**src/rtl/pixel_readout_scheduler.sv**
```systemverilog
// Frame sequencer: pixel reset, exposure, ADC ramp conversion, then row/column readout.
// Define CONTINUOUS_CAPTURE_EN to chain frames back to back without a new START.
module pixel_readout_scheduler #(
    parameter int PIXEL_ARRAY_HEIGHT = 128,
    parameter int PIXEL_ARRAY_WIDTH  = 128,
    parameter int OUTPUT_BUS_WIDTH   = 4,
    parameter int PIXEL_BITS         = 8,
    parameter int RESET_CYCLES       = 4,
    parameter int EXP_W              = 16,
    localparam int WPR   = PIXEL_ARRAY_WIDTH / OUTPUT_BUS_WIDTH,
    localparam int ROW_W = (PIXEL_ARRAY_HEIGHT > 1) ? $clog2(PIXEL_ARRAY_HEIGHT) : 1,
    localparam int COL_W = (WPR > 1) ? $clog2(WPR) : 1
) (
    input  logic                  CLK,
    input  logic                  RESET,
    input  logic                  START,
    input  logic                  ABORT,
    input  logic [EXP_W-1:0]      EXPOSURE_CYCLES,
    output logic                  PIXEL_RESET,
    output logic                  PIXEL_EXPOSE,
    output logic                  ADC_ENABLE,
    output logic [PIXEL_BITS-1:0] ADC_RAMP,
    output logic [ROW_W-1:0]      ROW_SEL,
    output logic [COL_W-1:0]      COL_SEL,
    output logic                  READ_VALID,
    input  logic                  BUF_READY,
    output logic                  NEW_ROW,
    output logic                  FRAME_FINISHED,
    output logic                  BUSY
);

    typedef enum logic [2:0] {
        IDLE,
        RST_PIX,
        EXPOSE,
        CONVERT,
        READ,
        DONE
    } state_t;

    localparam logic [EXP_W-1:0]      RST_LAST = EXP_W'(RESET_CYCLES - 1);
    localparam logic [PIXEL_BITS-1:0] RAMP_MAX = {PIXEL_BITS{1'b1}};
    localparam logic [ROW_W-1:0]      ROW_LAST = ROW_W'(PIXEL_ARRAY_HEIGHT - 1);
    localparam logic [COL_W-1:0]      COL_LAST = COL_W'(WPR - 1);

    state_t                state_q, state_d;
    logic [EXP_W-1:0]      cnt_q, cnt_d;
    logic [EXP_W-1:0]      exp_q, exp_d;
    logic [PIXEL_BITS-1:0] ramp_q, ramp_d;
    logic [ROW_W-1:0]      row_q, row_d;
    logic [COL_W-1:0]      col_q, col_d;
    logic                  armed_q, armed_d;
    logic                  pixel_reset_q, pixel_expose_q, adc_enable_q;
    logic                  read_valid_q, frame_finished_q, busy_q;
    logic [EXP_W-1:0]      exp_latch;

    // A zero exposure request still opens the window for one cycle.
    assign exp_latch = (EXPOSURE_CYCLES == '0) ? EXP_W'(1) : EXPOSURE_CYCLES;

    always_comb begin
        state_d = state_q;
        cnt_d   = cnt_q;
        exp_d   = exp_q;
        ramp_d  = ramp_q;
        row_d   = row_q;
        col_d   = col_q;
        armed_d = 1'b1;

        case (state_q)
            IDLE: begin
                // armed_q blocks a START seen on the first edge after reset release.
                if (START && armed_q) begin
                    state_d = RST_PIX;
                    cnt_d   = '0;
                    exp_d   = exp_latch;
                end
            end
            RST_PIX: begin
                if (cnt_q == RST_LAST) begin
                    state_d = EXPOSE;
                    cnt_d   = '0;
                end else begin
                    cnt_d = cnt_q + EXP_W'(1);
                end
            end
            EXPOSE: begin
                if (cnt_q == exp_q - EXP_W'(1)) begin
                    state_d = CONVERT;
                    cnt_d   = '0;
                end else begin
                    cnt_d = cnt_q + EXP_W'(1);
                end
            end
            CONVERT: begin
                if (ramp_q == RAMP_MAX) begin
                    state_d = READ;
                    ramp_d  = '0;
                end else begin
                    ramp_d = ramp_q + PIXEL_BITS'(1);
                end
            end
            READ: begin
                if (BUF_READY) begin
                    if (col_q == COL_LAST) begin
                        col_d = '0;
                        if (row_q == ROW_LAST) begin
                            row_d   = '0;
                            state_d = DONE;
                        end else begin
                            row_d = row_q + ROW_W'(1);
                        end
                    end else begin
                        col_d = col_q + COL_W'(1);
                    end
                end
            end
            DONE: begin
`ifdef CONTINUOUS_CAPTURE_EN
                state_d = RST_PIX;
                cnt_d   = '0;
                exp_d   = exp_latch;
`else
                state_d = IDLE;
`endif
            end
            default: state_d = IDLE;
        endcase

        // Abort overrides every transition and clears the datapath counters.
        if (ABORT && (state_q != IDLE)) begin
            state_d = IDLE;
            cnt_d   = '0;
            ramp_d  = '0;
            row_d   = '0;
            col_d   = '0;
        end
    end

    always_ff @(posedge CLK or negedge RESET) begin
        if (!RESET) begin
            state_q          <= IDLE;
            cnt_q            <= '0;
            exp_q            <= '0;
            ramp_q           <= '0;
            row_q            <= '0;
            col_q            <= '0;
            armed_q          <= 1'b0;
            pixel_reset_q    <= 1'b0;
            pixel_expose_q   <= 1'b0;
            adc_enable_q     <= 1'b0;
            read_valid_q     <= 1'b0;
            frame_finished_q <= 1'b0;
            busy_q           <= 1'b0;
        end else begin
            state_q          <= state_d;
            cnt_q            <= cnt_d;
            exp_q            <= exp_d;
            ramp_q           <= ramp_d;
            row_q            <= row_d;
            col_q            <= col_d;
            armed_q          <= armed_d;
            pixel_reset_q    <= (state_d == RST_PIX);
            pixel_expose_q   <= (state_d == EXPOSE);
            adc_enable_q     <= (state_d == CONVERT);
            read_valid_q     <= (state_d == READ);
            frame_finished_q <= (state_d == DONE);
            busy_q           <= (state_d != IDLE);
        end
    end

    assign PIXEL_RESET    = pixel_reset_q;
    assign PIXEL_EXPOSE   = pixel_expose_q;
    assign ADC_ENABLE     = adc_enable_q;
    assign ADC_RAMP       = ramp_q;
    assign ROW_SEL        = row_q;
    assign COL_SEL        = col_q;
    assign READ_VALID     = read_valid_q;
    assign FRAME_FINISHED = frame_finished_q;
    assign BUSY           = busy_q;
    assign NEW_ROW        = read_valid_q & (col_q == '0);

endmodule

```
**config.mk**
```make
export PLATFORM = sky130hd
export DESIGN_NAME = pixel_readout_scheduler
export DESIGN_NICKNAME = d
export VERILOG_FILES = /design/src/rtl/pixel_readout_scheduler.sv
export SDC_FILE = /design/constraint.sdc
export NUM_CORES = 1
export LEC_CHECK = 0
export BUFFER_PORTS_ARGS = -buffer_cell sky130_fd_sc_hd__buf_2
export CAP_MARGIN = 10
export CORE_MARGIN = 3
export CORE_UTILIZATION = 58
export CTS_CLUSTER_SIZE = 8
export DETAILED_ROUTE_END_ITERATION = 8
export GPL_TIMING_DRIVEN = 0
export PLACE_DENSITY = 0.8
export SETUP_SLACK_MARGIN = 0.2
export SYNTH_ARGS = -nofsm -noshare
export SYNTH_HDL_FRONTEND = slang
export SYNTH_SLANG_ARGS = --single-unit
```
**constraint.sdc**
```tcl
create_clock -name CLK -period 2.8 [get_ports CLK]
set_input_delay 0.28 -clock CLK [delete_from_list [all_inputs] [get_ports CLK]]
set_output_delay 0.28 -clock CLK [all_outputs]
set_load 0.01 [all_outputs]
```
# --- Word-level counts from Yosys, hierarchy flattened ---
# Index checks and enable logic that the tools add are counted.
op_classes:
  n_reduce_logical: 16
  n_eq_ne: 15
  mux: 27
  add_sub_neg: 5
  bitwise_logic: 1
ops:
  columns: ["op", "n"]
  rows:
  - ["16-bit 2-to-1 mux", 5]
  - ["16-bit one-hot mux with 3 select lines", 1]
  - ["7-bit 2-to-1 mux", 5]
  - ["3-bit 2-to-1 mux", 8]
  - ["8-bit 2-to-1 mux", 3]
  - ["5-bit 2-to-1 mux", 4]
  - ["16-bit by 1-bit adder with 16-bit output (second input constant)", 1]
  - ["16-bit equality test", 1]
  - ["16-bit by 2-bit equality test with 1-bit output (second input constant)", 1]
  - ["16-bit zero test", 1]
  - ["16-bit by 1-bit subtractor with 16-bit output (second input constant)", 1]
  - ["3-bit one-hot mux with 5 select lines", 1]
  - ["3-bit by 2-bit equality test with 1-bit output (second input constant)", 4]
  - ["3-bit equality test (second input constant)", 3]
  - ["8-bit by 1-bit adder with 8-bit output (second input constant)", 1]
  - ["8-bit equality test (second input constant)", 1]
  - ["2-bit nonzero test", 4]
  - ["7-bit by 1-bit adder with 7-bit output (second input constant)", 1]
  - ["7-bit equality test (second input constant)", 1]
  - ["3-bit by 1-bit equality test with 1-bit output (second input constant)", 2]
  - ["2-bit AND reduction", 3]
  - ["3-bit nonzero test", 2]
  - ["5-bit by 1-bit adder with 5-bit output (second input constant)", 1]
  - ["5-bit equality test (second input constant)", 1]
  - ["7 further kinds", 8]
totals:
  inputBits: 21
  ff_bits: 62

# --- Longest topological paths before layout ---
logic_depth:
  word_depth: 7
  mapped_depth: 10
  ltp_nobuf: 10

# --- Least setup slack after synthesis ---
# OpenSTA, ideal clock, no wires.
synth_path:
  path_type: "register to register"
  startpoint: "reg exp_q[2]"
  endpoint: "reg cnt_q[11]"
  stages_incl_launch_ff: 10
  arrival_ns: 2.060
  slack_ns: 0.606
  setup_ns: 0.135
  synth_period_minus_slack_ns: 2.194
  t_required_ns: 2.665
  cell_sequence: "dfrtp_1 > buf_6 > or4_1 > nor2_2 > xnor2_1 > nor3_2 > a41oi_1 > buf_4 > o311ai_1 > o31ai_1"
synth_via:
  elab_chain_len: 5
synth_lines:
  columns: ["element", "line", "source"]
  rows:
  - ["start, declared", "48", "logic [EXP_W-1:0] exp_q, exp_d;"]
  - ["start signal, assigned", "157", "exp_q <= exp_d;"]
  - ["16-bit by 1-bit subtractor with 16-bit output", "87", "if (cnt_q == exp_q - EXP_W'(1)) begin"]
  - ["16-bit equality test", "87", null]
  - ["16-bit 2-to-1 mux", "87", null]
  - ["16-bit one-hot mux with 3 select lines", "69", "case (state_q)"]
  - ["16-bit 2-to-1 mux", "130", "if (ABORT && (state_q != IDLE)) begin"]
  - ["end signal, assigned", "156", "cnt_q <= cnt_d;"]
  - ["end, declared", "47", "logic [EXP_W-1:0] cnt_q, cnt_d;"]
# No other way between the ends.
# A chain may end at the register's enable or synchronous reset.

# --- Worst setup path after layout ---
# Same ends and word-level chain as after synthesis.

==> results.py <==
metrics = {
    "status": {
        "outcome": "finished, final reports clean",
    },
    "cts": {
        "cts_root_buf": "sky130_fd_sc_hd__clkbuf_8",
        "cts-htree-levels": 3,
        "cts_inserted_buffers": 9,
        "clk-insertion-delay-late_ns": 0.34,
        "ctsLongestPathBuffers": 2,
        "numClockSinks": 62,
        "cts_tree": "done",
        "clkTransAtPathRegs_ns": 0.06,
    },
    "grt": {
        "globalRouteMet2Util_pct": 37.7,
        "grt-ovfl-total": 0,
        "largest_net_degree_at_the_start_of_global_routing": 37,
        "busiest_layer": "met2",
        "antenna_found_initial": 0,
        "grt_pass1_vias": 3017,
        "gr_layer_usage_met1_pct": 34.3,
        "grt_first_pass_wirelength_mm": 14.2,
        "globalRouteMet3Util_pct": 3.79,
        "groute.usage.overall_pct": 24.2,
    },
    "timing": {
        "maxSlewViolCount": 0,
        "timing.max_slew.rel_slack_pct": 46.2,
        "tns_ns": 0,
        "post-route-period-util_pct": 88.6,
        "final_period_minus_worst_setup_slack_ns": 2.48,
        "max_slew.worst_pin.slew_ns": 0.802,
        "rsz0062_at_grt": "no",
        "slack_of_the_critical_path_ns": 0.318,
        "clock_skew_ns": 0.00720,
        "hold_violation_total_from_the_final_report": 0,
        "setup_violations": 0,
        "fmax_ghz": 0.403,
    },
    "detailed_routing": {
        "drt_iter0_markers": 212,
        "detailedRoute.firstPassIterationCount": 6,
        "detail_route.wirelength_mm": 8.39,
        "drt-wirelength-per-cell_microns": 15.6,
        "post-route-drc-count": 0,
        "routed-via-count": 3187,
        "ant_nets": 0,
        "vias_per_cell": 5.91,
    },
    "die": {
        "start_util_pct": 60.9,
        "dieWidth_microns": 85.3,
        "ioPinCount": 48,
        "core_sq_um": 5990,
        "die_area_sq_um": 7280,
        "fp.dieH_microns": 85.3,
        "row_count": 28,
    },
    "setup_path": {
        "reg2reg_depth": 9,
        "cp-startpoint": "exp_q[2]",
        "critical_path.max_stage_delay_ns": 0.51,
        "timing.critical_path.from_type": "flip-flop",
        "highest_fanout_seen_on_the_critical_path": 10,
        "timing.critical_path.max_delay_family": "simple AND/OR/NAND/NOR gates",
        "timing.critical_path.to": "cnt_q[11]",
        "critical_path_required_ns": 3.00,
        "crit_type": "reg2reg",
        "rr_endpoint": "cnt_q[11]",
        "crit_path_cell_trace": "buf_6 -> or4_1 -> nor2_2 -> xnor2_1 -> nor3_2 -> a41oi_1 -> buf_4 -> o311ai_1 -> o31ai_1",
        "reg2reg_slack_ns": 0.32,
        "timing.rr.start": "exp_q[2]",
        "worstPathArrival_ns": 2.68,
        "crit_slowest_cell": "sky130_fd_sc_hd__or4_1",
        "critPathBufInv": 2,
        "endpoint_kind": "flip-flop",
        "path_depth": 9,
    },
    "synth": {
        "synth_enable_flop_cells": 0,
        "synth.distinct_cells": 53,
        "synth.cells.most_frequent": "62 x sky130_fd_sc_hd__dfrtp_1, 50 x sky130_fd_sc_hd__nand2_1, 33 x sky130_fd_sc_hd__nor2_1",
        "yosysSeqAreaShare_pct": 42.5,
        "async_reset_ff_share_pct": 100,
        "yosys.cell_count.top_type": "sky130_fd_sc_hd__dfrtp_1",
        "mappedNetlistNets": 427,
        "yosys.area.top_type": "sky130_fd_sc_hd__dfrtp_1",
        "netlist_area_sq_um": 3650,
        "netlist_instances": 399,
        "synth_area_per_cell_sq_um": 9.15,
        "post_synth_main_area_contributors": "sky130_fd_sc_hd__dfrtp_1 43%, sky130_fd_sc_hd__nand2_1 5.1%, sky130_fd_sc_hd__mux2_2 4.6%",
        "ys_warn_count": 0,
        "postSynth.topFlopCell": "sky130_fd_sc_hd__dfrtp_1",
        "netlist.area_leader.share_pct": 42.5,
        "synth.ff_latch_count": 62,
    },
    "placement": {
        "place.gp.congestion": 0.839,
        "placement.setup.worst_slack_ns": 0.312,
        "detailedPlacementHpwl_mm": 6.10,
        "buffer_ports.inserted": 47,
    },
    "finish": {
        "postLayoutCoreUtil_pct": 70.3,
        "layout-drive-gt1-share_pct": 20.5,
        "area_growth_pct": 15.3,
        "insertedDiodeCount": 0,
        "final_nets": 488,
        "layout.filler_cells": 456,
    },
    "flow_run": {
        "maxCapViolations": 0,
    },
    "pwr": {
        "static-leakage-power_uw": 0.00189,
        "design_power_total_uw": 3120,
        "ir_drop_v": 0.000529,
        "power_density_nw_per_um2": 742,
    },
    "min_path": {
        "hp-class": "in2reg",
        "holdPathStages": 3,
    },
}
[worst min-delay path by stage]
stage | slack, ns | from | end
finish | 0.18 | EXPOSURE_CYCLES[1] | exp_q[1]
global route | 0.19 | EXPOSURE_CYCLES[5] | exp_q[5]
CTS | 0.18 | EXPOSURE_CYCLES[1] | exp_q[1]
detailed placement | 0.35 | RESET | COL_SEL[0]
global placement | 0.49 | ADC_RAMP[7] | ADC_RAMP[7]
floorplan | -0.02 | RESET | ADC_ENABLE
[state kept, by name (all words and copies together), names as in the netlist, 3 cells and up]
| signal | cells |
|---|---|
| cnt_q | 16 |
| exp_q | 16 |
| ADC_RAMP | 8 |
| ROW_SEL | 7 |
| COL_SEL | 5 |
| state_q | 3 |
[layout by cell type (no fill, tap or decap), types with 3 or more instances in the layout]
cell type                  count
sky130_fd_sc_hd__clkbuf_8     11
sky130_fd_sc_hd__a21oi_1      15
sky130_fd_sc_hd__o21ai_1       8
sky130_fd_sc_hd__and4_1        3
sky130_fd_sc_hd__ha_1          6
sky130_fd_sc_hd__clkbuf_1     11
sky130_fd_sc_hd__o31ai_1       6
sky130_fd_sc_hd__nor3_1       15
sky130_fd_sc_hd__nor4_1        5
sky130_fd_sc_hd__mux2_2       15
sky130_fd_sc_hd__a22o_1        3
sky130_fd_sc_hd__and3_1       10
sky130_fd_sc_hd__a41oi_1       3
sky130_fd_sc_hd__o21ai_0      20
sky130_fd_sc_hd__xnor2_1      14
sky130_fd_sc_hd__xor2_1       19
sky130_fd_sc_hd__nand3b_1      5
sky130_fd_sc_hd__buf_2        48
sky130_fd_sc_hd__nand4_1       5
sky130_fd_sc_hd__nand2b_1      6
sky130_fd_sc_hd__nor2_1       33
sky130_fd_sc_hd__nor3_2        4
sky130_fd_sc_hd__o311ai_1      6
sky130_fd_sc_hd__nand2_1      50
sky130_fd_sc_hd__o32ai_1       3
sky130_fd_sc_hd__nor2b_1       4
sky130_fd_sc_hd__dfrtp_1      61
sky130_fd_sc_hd__nand3_1      15
sky130_fd_sc_hd__inv_1        12
sky130_fd_sc_hd__and2_1        8
[tightest hold or removal path, cell delays in order]
cell and delay [ns]:
sky130_fd_sc_hd__buf_2 0.09, sky130_fd_sc_hd__nand2_1 0.04, sky130_fd_sc_hd__o21ai_0 0.07
[stage by stage]
stage | instance area (sq um) | hold slack, ns | std cells
global placement | 3980 | 0.491 | 521
detailed placement | 4000 | 0.346 | 522
finish | 4210 | 0.183 | 539
global route | 4210 | 0.187 | 539
CTS | 4180 | 0.177 | 538
floorplan | 3650 | -0.0156 | 399
[timing repair]
action                     CTS  global route
hold buffers                 1             0
buffers inserted             0             0
setup endpoints to repair    0            18
hold endpoints to repair    26             0
resized for setup            0             6
[power breakdown]
part           leakage (uW)  switching [uW]  internal [uW]  total (uW)
Sequential         0.000816             250           1080        1330
Clock             0.0000865             328            364         692
Combinational      0.000987             608            492        1100
[per-layer routing]
metal,up-vias,part of all wire [%]
met4,0,1.3
met5,-,0
met2,112,47
li1,1554,-
met1,1510,46
met3,11,5.0
[cells by family (layout without fill, tap and decap cells)]
group,Yosys count,in the layout,synth area share (%)
and+or+nand+nor,177,177,25.3
AOI/OAI and AO/OA,79,79,14.0
DFF,62,62,42.5
xor gates and xnor gates,33,33,7.92
buffers and inverters,24,89,2.91
muxes,16,16,4.90
adders and majority gates,7,7,2.40
other,1,1,0.103
[layout make-up]
cell class	instances	area [sq um]	share of cell area, %
multi-input cells	313	2020	47.9
flip-flops and latches	62	1550	36.9
repair buffers	50	273	6.48
clock buffers	14	163	3.86
well taps	75	93.8	2.23
plain buffers	12	61.3	1.46
inverters	12	45.0	1.07
clock inverters	1	5.00	0.119
Note: power is estimated with default switching activity, not from simulation.
